$ cat src/rtl/jk_drive_generator_pkg.sv
// Shared types and constants for the JK drive generator: FSM states,
// J/K excitation codes and the error-counter ceiling.
package jk_drive_generator_pkg;

  typedef enum logic [1:0] {
    IDLE  = 2'd0,
    DRIVE = 2'd1,
    CHECK = 2'd2
  } state_t;

  typedef struct packed {
    logic j;
    logic k;
  } jk_t;

  localparam jk_t JK_HOLD   = '{j: 1'b0, k: 1'b0};
  localparam jk_t JK_SET    = '{j: 1'b1, k: 1'b0};
  localparam jk_t JK_RESET  = '{j: 1'b0, k: 1'b1};
  localparam jk_t JK_TOGGLE = '{j: 1'b1, k: 1'b1};

  localparam int unsigned ERR_W   = 8;
  localparam logic [ERR_W-1:0] ERR_MAX = 8'd255;

endpackage

$ cat src/rtl/jk_drive_generator_if.sv
// Target-bit offer handshake between a bit source (master) and the
// JK drive generator (slave).
interface jk_drive_generator_if;
  logic In_Valid;
  logic In_Bit;
  logic Toggle_Mode;
  logic In_Ready;

  modport master (
    output In_Valid,
    output In_Bit,
    output Toggle_Mode,
    input  In_Ready
  );

  modport slave (
    input  In_Valid,
    input  In_Bit,
    input  Toggle_Mode,
    output In_Ready
  );
endinterface

$ cat src/rtl/jk_drive_generator_excitation.sv
// Combinational JK excitation table: J/K needed to move Q from q_now to
// q_next, using either set/reset or toggle encoding; don't-cares resolve to 0.
module jk_excitation
  import jk_drive_generator_pkg::*;
(
  input  logic q_now,
  input  logic q_next,
  input  logic toggle_mode,
  output logic j,
  output logic k
);

  jk_t code;

  always_comb begin
    code = JK_HOLD;
    if (q_now != q_next) begin
      if (toggle_mode) code = JK_TOGGLE;
      else if (q_next) code = JK_SET;
      else             code = JK_RESET;
    end
  end

  assign j = code.j;
  assign k = code.k;

endmodule

$ cat src/rtl/jk_drive_generator.sv
// Drives an external JK flip-flop toward a stream of target bits, then checks
// the fed-back Q one edge later and tracks mismatches.
module jk_drive_generator
  import jk_drive_generator_pkg::*;
(
  input  logic                 Clock,
  input  logic                 Clear,
  jk_drive_generator_if.slave  bus,
  input  logic                 Q_Fb,
  output logic                 J,
  output logic                 K,
  output logic                 Q_Exp,
  output logic                 Bit_Done,
  output logic                 Mismatch,
  output logic                 Error,
  output logic [ERR_W-1:0]     Err_Count
);

  state_t state;
  logic   target;
  logic   exc_j;
  logic   exc_k;
  logic   accept;

  // Excitation is evaluated on the live inputs at accept, so J/K are already
  // registered when DRIVE begins; Toggle_Mode needs no separate latch.
  jk_excitation u_excitation (
    .q_now       (Q_Exp),
    .q_next      (bus.In_Bit),
    .toggle_mode (bus.Toggle_Mode),
    .j           (exc_j),
    .k           (exc_k)
  );

  assign bus.In_Ready = (state == IDLE) && !Clear;
  assign accept       = bus.In_Valid && bus.In_Ready;

  always_ff @(posedge Clock) begin
    if (Clear) begin
      state     <= IDLE;
      target    <= 1'b0;
      J         <= 1'b0;
      K         <= 1'b0;
      Q_Exp     <= 1'b0;
      Bit_Done  <= 1'b0;
      Mismatch  <= 1'b0;
      Error     <= 1'b0;
      Err_Count <= '0;
    end else begin
      Bit_Done <= 1'b0;
      Mismatch <= 1'b0;
      unique case (state)
        IDLE: begin
          J <= 1'b0;
          K <= 1'b0;
          if (accept) begin
            target <= bus.In_Bit;
            J      <= exc_j;
            K      <= exc_k;
            state  <= DRIVE;
          end
        end
        DRIVE: begin
          J     <= 1'b0;
          K     <= 1'b0;
          state <= CHECK;
        end
        CHECK: begin
          Bit_Done <= 1'b1;
          // Resync to the real flip-flop so the next excitation starts from truth.
          Q_Exp    <= Q_Fb;
          if (Q_Fb != target) begin
            Mismatch <= 1'b1;
            Error    <= 1'b1;
            if (Err_Count != ERR_MAX) Err_Count <= Err_Count + 8'd1;
          end
          state <= IDLE;
        end
        default: begin
          J     <= 1'b0;
          K     <= 1'b0;
          state <= IDLE;
        end
      endcase
    end
  end

endmodule
$ cat src/flat_wrapper.sv
// flat-port wrapper written by rule: the top's interface ports become plain ports
module jk_drive_generator_flat import jk_drive_generator_pkg::*;
  (Clock, Clear, Q_Fb, J, K, Q_Exp, Bit_Done, Mismatch, Error, Err_Count, bus_In_Valid, bus_In_Bit, bus_Toggle_Mode, bus_In_Ready);
  jk_drive_generator_if bus_i ();
  input  logic Clock;
  input  logic Clear;
  input  logic Q_Fb;
  output logic J;
  output logic K;
  output logic Q_Exp;
  output logic Bit_Done;
  output logic Mismatch;
  output logic Error;
  output logic [ERR_W-1:0] Err_Count;
  input wire logic [$bits(bus_i.In_Valid)-1:0] bus_In_Valid;
  input wire logic [$bits(bus_i.In_Bit)-1:0] bus_In_Bit;
  input wire logic [$bits(bus_i.Toggle_Mode)-1:0] bus_Toggle_Mode;
  output wire logic [$bits(bus_i.In_Ready)-1:0] bus_In_Ready;
  assign bus_i.In_Valid = bus_In_Valid;
  assign bus_i.In_Bit = bus_In_Bit;
  assign bus_i.Toggle_Mode = bus_Toggle_Mode;
  assign bus_In_Ready = bus_i.In_Ready;
  jk_drive_generator u_core (.Clock(Clock), .Clear(Clear), .bus(bus_i), .Q_Fb(Q_Fb), .J(J), .K(K), .Q_Exp(Q_Exp), .Bit_Done(Bit_Done), .Mismatch(Mismatch), .Error(Error), .Err_Count(Err_Count));
endmodule
$ cat config.mk
export PLATFORM = sky130hd
export DESIGN_NAME = jk_drive_generator_flat
export DESIGN_NICKNAME = d
export VERILOG_FILES = /design/src/rtl/jk_drive_generator_pkg.sv /design/src/rtl/jk_drive_generator_if.sv /design/src/rtl/jk_drive_generator_excitation.sv /design/src/rtl/jk_drive_generator.sv /design/src/flat_wrapper.sv
export SDC_FILE = /design/constraint.sdc
export NUM_CORES = 1
export LEC_CHECK = 0
export ABC_AREA = 1
export CAP_MARGIN = 20
export CORE_MARGIN = 8
export CORE_UTILIZATION = 29
export CTS_CLUSTER_DIAMETER = 200
export DETAILED_ROUTE_END_ITERATION = 7
export PLACE_DENSITY_LB_ADDON = 0.1
export SYNTH_ARGS = -nofsm -noshare
export SYNTH_HDL_FRONTEND = slang
export SYNTH_HIERARCHICAL = 1
export SYNTH_SLANG_ARGS = --single-unit
$ cat constraint.sdc
create_clock -name Clock -period 2 [get_ports Clock]
set_clock_uncertainty 0.15 [all_clocks]
set_input_delay 0.5 -clock Clock [delete_from_list [all_inputs] [get_ports Clock]]
set_output_delay 0.5 -clock Clock [all_outputs]
set_load 0.005 [all_outputs]
==> results of run 1 <==
==> cells by family after synthesis <==
| family | Yosys count | share of synthesized area, % |
|---|---|---|
| adders and majority gates | 1 | 1.49 |
| and+or+nand+nor | 64 | 38.1 |
| DFF | 17 | 40.6 |
| AOI/OAI and AO/OA | 11 | 9.40 |
| xor gates and xnor gates | 3 | 3.13 |
| buffers and inverters | 16 | 7.31 |
==> per-stage QoR <==
stage | instance area (µm²) | setup TNS, ns | cells | power [µW] | util (%)
after floorplan | 838 | 0 | 112 | 395 | -
after global placement | 1090 | -0.245 | 165 | 429 | 39.7
after detailed placement | 1090 | -0.282 | 165 | 430 | 39.7
after CTS | 1120 | 0 | 169 | 636 | 40.6
after global routing | 1120 | 0 | 169 | 657 | 40.7
final | 1120 | 0 | 169 | 621 | 40.7
==> how the worst max path moves through the flow <==
stage	startpoint	end	slack [ns]	cells past startpoint
6_report	Clear	bus_In_Ready	0.07	3
5_1_grt	u_core/Err_Count[0]	Err_Count[0]	0.01	1
4_1_cts	u_core/Err_Count[4]	Err_Count[4]	0.03	1
3_5_place_dp	Clear	bus_In_Ready	-0.28	3
3_3_place_gp	Clear	bus_In_Ready	-0.25	3
2_1_floorplan	u_core/Err_Count[0]	u_core/Err_Count[6]	0.63	8
==> where the power goes <==
group	total (µW)	leakage (µW)	internal [µW]	switching, µW
clock	201	0.0000139	76.1	125
combinational	65.3	0.000301	31.9	33.3
sequential	354	0.000138	347	6.95
==> tightest hold or removal path: cells and delay by family, from the launching register on <==
kind	cells	cell delay, ns
flip-flops	1	0.35
buffers and inverters	1	0.06
AND/OR/NAND/NOR	1	0.04
==> cell usage after synthesis, drive strengths merged <==
library cell   n  area share, %
nor3           2            1.8
a21oi          5            4.3
nor2          22             13
nand2         32             17
a22o           2            2.1
xor2           1            1.0
nand4          1           0.75
nand3          7            6.3
o21ai          2            1.2
dfxtp         17             41
inv           15            6.7
o21a           1           0.90
a211oi         1           0.90
buf            1           0.60
ha             1            1.5
xnor2          2            2.1
==> flip-flops by register name (all words and copies together) (netlist names) <==
| signal | flops |
|---|---|
| u_core/Mismatch | 1 |
| u_core/state | 2 |
| u_core/Q_Exp | 1 |
| u_core/Bit_Done | 1 |
| u_core/K | 1 |
| u_core/Err_Count | 8 |
| u_core/target | 1 |
| u_core/J | 1 |
| u_core/Error | 1 |
==> layout make-up <==
cell class	count	area, µm²
Fill cell	298	1640
Inverter	15	56.3
Clock buffer	3	22.5
Sequential cell	17	342
Tap cell	31	38.8
Clock inverter	1	7.51
Multi-Input combinational cell	79	437
Timing Repair Buffer	23	218
==> metal layers <==
layer | vias up | routed length [µm] | track usage (%)
met5 | - | 0 | 0
met4 | 0 | 15 | 2.68
met3 | 2 | 143 | 5.01
met2 | 16 | 930 | 13.2
met1 | 334 | 812 | 8.48
li1 | 400 | - | -
==> what timing repair did <==
item	CTS	global route
cloned	0	0
resized for setup	4	1
endpoints found under the setup margin	1	1
endpoints found under the hold margin	0	0
buffers inserted	0	0
pin swaps	1	0
==> metrics.txt, run 1 <==
synthesized instance count approximately 110; Worst setup EP type primary output; Detail Route Antenna Nets 0; Max clock buf depth 2; diode count 0; Fmax achieved 518 MHz; DIE HEIGHT 69.8 µm; die area a little under 0.005 mm²; TritonRoute pass-1 iters 4; Tcrit/Tclk final a little over nine tenths; Final Hold Fails 0; Hold Crit Endpoint u_core/state[1]; wire per inst 11.3 µm; Crit path max-delay family buffers and inverters; remaining global-route overflow 0; Yosys warning total 6; remaining routing DRC violations 0; Slew headroom a little under nine tenths; CP Max Fanout 2; initial antenna violation count 0; hold buffers post-CTS 0; sequential area share after synthesis ~40%; r2r setup slk about 0.55 ns; status complete, no violations; vias in the first global route between 700 and 800; starting density of the core a little under a third; Port Buffers 20; HP Class reg -> reg; clock sink count 17; Die X between 60 and 70 µm; Core Area between 0.002 and 0.003 mm²; drt initial violations 28; worst setup margin a little over 0.07 ns; worst hold stages 2; GRT Total Usage between 8 and 9%; Worst-Margin Slew 0.221 ns; Tmin final 1.93 ns; critical path type in -> out; min-delay src u_core/state[0]; commonest non-fill, non-tap cell in the layout nand2_1; Worst path slowest cell clkdlybuf4s50_1; CTS tree built; clk root buf clkbuf_4; Distinct cells, synth 25; synthesized area around 840 µm²; global placer's final weighted congestion about 0.76; post-DP HPWL about 1500 µm; R2R cell count 7; Place WS -0.282 ns; FP Rows 19; reg-to-reg startpoint u_core/Err_Count[0]; most frequent cells in the layout nand2_1, clkdlybuf4s50_1, nor2_1; WP data required 1.35 ns; Total Wirelength roughly 1900 µm; first-pass GRT wire length 3250 µm; NumNets Final between 100 and 150; Slew Limit Fails 0; H-tree levels 1; Final setup viols 0; via count around 750; WP buf/inv 2; clock transition at the registers of the reported paths around 0.11 ns; Mapped Nets between 100 and 150; PD cells around 550 mW/mm²; fraction of layout cells with a size suffix above 1 21.0%; Avg Cell Area, Syn approximately 7.5 µm²; vias per inst roughly 4.4; hold_ws 0.327 ns; P&R area growth vs syn 33.7%; CTS Buf Count 3; CP peak stage delay 0.43 ns; worst r2r dst u_core/Err_Count[1]; kind of start point of the critical path primary input; Worst EP arrival ~1.3 ns; crit path cell chain clkdlybuf4s50_1 > nor3_2 > buf_2; peak supply drop 0.000369 V; MaxCap Viol Count 0; Pleak ~0.00045 µW; #FFs+latches synth 17; largest net degree at the start of global routing 12; # IOs 21; clock latency on the worst-skew pair approximately 0.30 ns; RSZ-0062 raised after global routing no
Note: power is estimated with default switching activity, not from simulation.
==> run 2: changes to the inputs <==
--- a/config.mk
+++ b/config.mk
@@ -6,12 +6,14 @@
 export NUM_CORES = 1
 export LEC_CHECK = 0
 export ABC_AREA = 1
-export CAP_MARGIN = 20
+export CAP_MARGIN = 15
 export CORE_MARGIN = 8
 export CORE_UTILIZATION = 29
 export CTS_CLUSTER_DIAMETER = 200
 export DETAILED_ROUTE_END_ITERATION = 7
 export PLACE_DENSITY_LB_ADDON = 0.1
+export SETUP_SLACK_MARGIN = 0.02
+export SLEW_MARGIN = 5
 export SYNTH_ARGS = -nofsm -noshare
 export SYNTH_HDL_FRONTEND = slang
 export SYNTH_HIERARCHICAL = 1
==> metrics.txt, run 2 (synthesized netlist as in run 1, its figures left out) <==
MaxCap Viol Count 0 (unchanged); WP buf/inv 1 (-1); Tcrit/Tclk final 94.7% (-1.8 points); NumNets Final 146 (unchanged); drt initial violations 28 (unchanged); initial antenna violation count 0 (unchanged); first-pass GRT wire length 3250 µm (unchanged); hold buffers post-CTS 0 (unchanged); clock sink count 17 (unchanged); Slew headroom 85.2% (about the same); TritonRoute pass-1 iters 4 (unchanged); Final setup viols 0 (unchanged); RSZ-0062 raised after global routing no; wire per inst 11.3 µm (unchanged); Worst setup EP type primary output; DIE HEIGHT 69.8 µm (unchanged); Slew Limit Fails 0 (unchanged); Die X 69.8 µm (unchanged); Worst path slowest cell clkdlybuf4s50_1; Core Area 0.00276 mm² (unchanged); Detail Route Antenna Nets 0 (unchanged); P&R area growth vs syn 33.9%; Crit path max-delay family buffers and inverters; largest net degree at the start of global routing 12 (unchanged); largest register by flop count u_core/Err_Count; via count 752 (unchanged); Fmax achieved 528 MHz (+1.9%); Tmin final 1.89 ns (-0.0356 ns); remaining global-route overflow 0 (unchanged); critical path type reg -> out; area post-placement 0.00109 mm² (unchanged); peak supply drop 0.000369 V (about the same); HP Class reg -> reg; fraction of layout cells with a size suffix above 1 21.7% (+0.72 points); FP Rows 19 (unchanged); post-DP HPWL 1490 µm (unchanged); remaining routing DRC violations 0 (unchanged); Finished Cell Area 0.00112 mm² (+0.11%); Total Wirelength 1900 µm (unchanged); max reg flops 8 (unchanged); Port Buffers 20 (unchanged); vias in the first global route 719 (unchanged); Pleak 0.000455 µW (+0.46%); Final Hold Fails 0 (unchanged); clk root buf clkbuf_4; Max clock buf depth 2 (unchanged); starting density of the core 30.4% (unchanged); global placer's final weighted congestion 0.757 (unchanged); CTS Buf Count 3 (unchanged); Post-CTS Setup Inserts 0 (unchanged); WP data required 1.35 ns (about the same); CTS tree built; non-filler instance count after layout 169 (unchanged); Worst EP arrival 1.24 ns (-0.04 ns); clock transition at the registers of the reported paths 0.11 ns (about the same); CP peak stage delay 0.53 ns (+0.10 ns); commonest non-fill, non-tap cell in the layout nand2_1; crit path cell chain clkdlybuf4s50_1; most frequent cells in the layout nand2_1, clkdlybuf4s50_1, nor2_1; kind of start point of the critical path flop; status complete, no violations; placed cells 165 (unchanged); PD cells 553 mW/mm² (about the same); vias per inst 4.45 (unchanged); clock latency on the worst-skew pair 0.30 ns (about the same); H-tree levels 1 (unchanged); # IOs 21 (unchanged); die area 0.00487 mm² (unchanged); GRT Total Usage 8.15% (unchanged); Worst-Margin Slew 0.221 ns (+0.000190 ns); CP Max Fanout 5 (+3); diode count 0 (unchanged); biggest regs u_core/Err_Count (8), u_core/state (2)
run 2: metal layers:
| metal | GRT usage [%] | wire (µm) | share of wire (%) | vias up |
|---|---|---|---|---|
| met1 | 8.48 | 813 | 43 | 334 |
| met4 | 2.68 | 15 | 0.79 | 0 |
| li1 | - | - | - | 400 |
| met2 | 13.2 | 930 | 49 | 16 |
| met5 | 0 | 0 | 0 | - |
| met3 | 5.01 | 143 | 7.5 | 2 |
run 2: repair_timing:
item                       in CTS  in global routing
pin swaps                       1                  1
gates resized for setup         4                  2
setup endpoints to repair       1                  3
run 2: metrics by stage:
stage          worst slack (ns)  util (%)  hold WS, ns  setup TNS, ns  total power [µW]
2_1_floorplan             0.635         -        0.291              0               395
3_3_place_gp             -0.245      39.7        0.308         -0.245               429
3_5_place_dp             -0.282      39.7        0.317         -0.282               430
4_1_cts                  0.0261      40.6        0.329              0               636
5_1_grt                  0.0320      40.7        0.359              0               657
6_report                  0.106      40.7        0.329              0               621
run 2: tightest hold or removal path, stage by stage, from the launching register on:
cell and delay, ns:
dfxtp_1 0.35, inv_2 0.06, nor3_1 0.04
run 2: worst paths after layout:
kind / startpoint / endpoint / slack [ns] / cells after the start
worst min-delay path: u_core/state[0] / u_core/state[1] / 0.33 / 2
worst min register to register: u_core/state[0] / u_core/state[1] / 0.33 / 2
worst max-delay path: u_core/Err_Count[1] / Err_Count[1] / 0.11 / 1
worst max register to register: u_core/Err_Count[1] / u_core/Err_Count[2] / 0.58 / 7
run 2: power by group:
group,internal (µW),switching (µW)
Sequential,347,6.99
Clock,76.1,125
Combinational,31.9,33.3
run 2: cell type report:
| type | count | area (µm²) |
|---|---|---|
| fillers | 299 | 1640 |
| multi-input cells | 79 | 437 |
| flip-flops and latches | 17 | 343 |
| repair buffers | 23 | 218 |
| inverters | 15 | 56.3 |
| well taps | 31 | 38.8 |
| clock buffers | 3 | 22.5 |
| clock inverters | 1 | 7.51 |
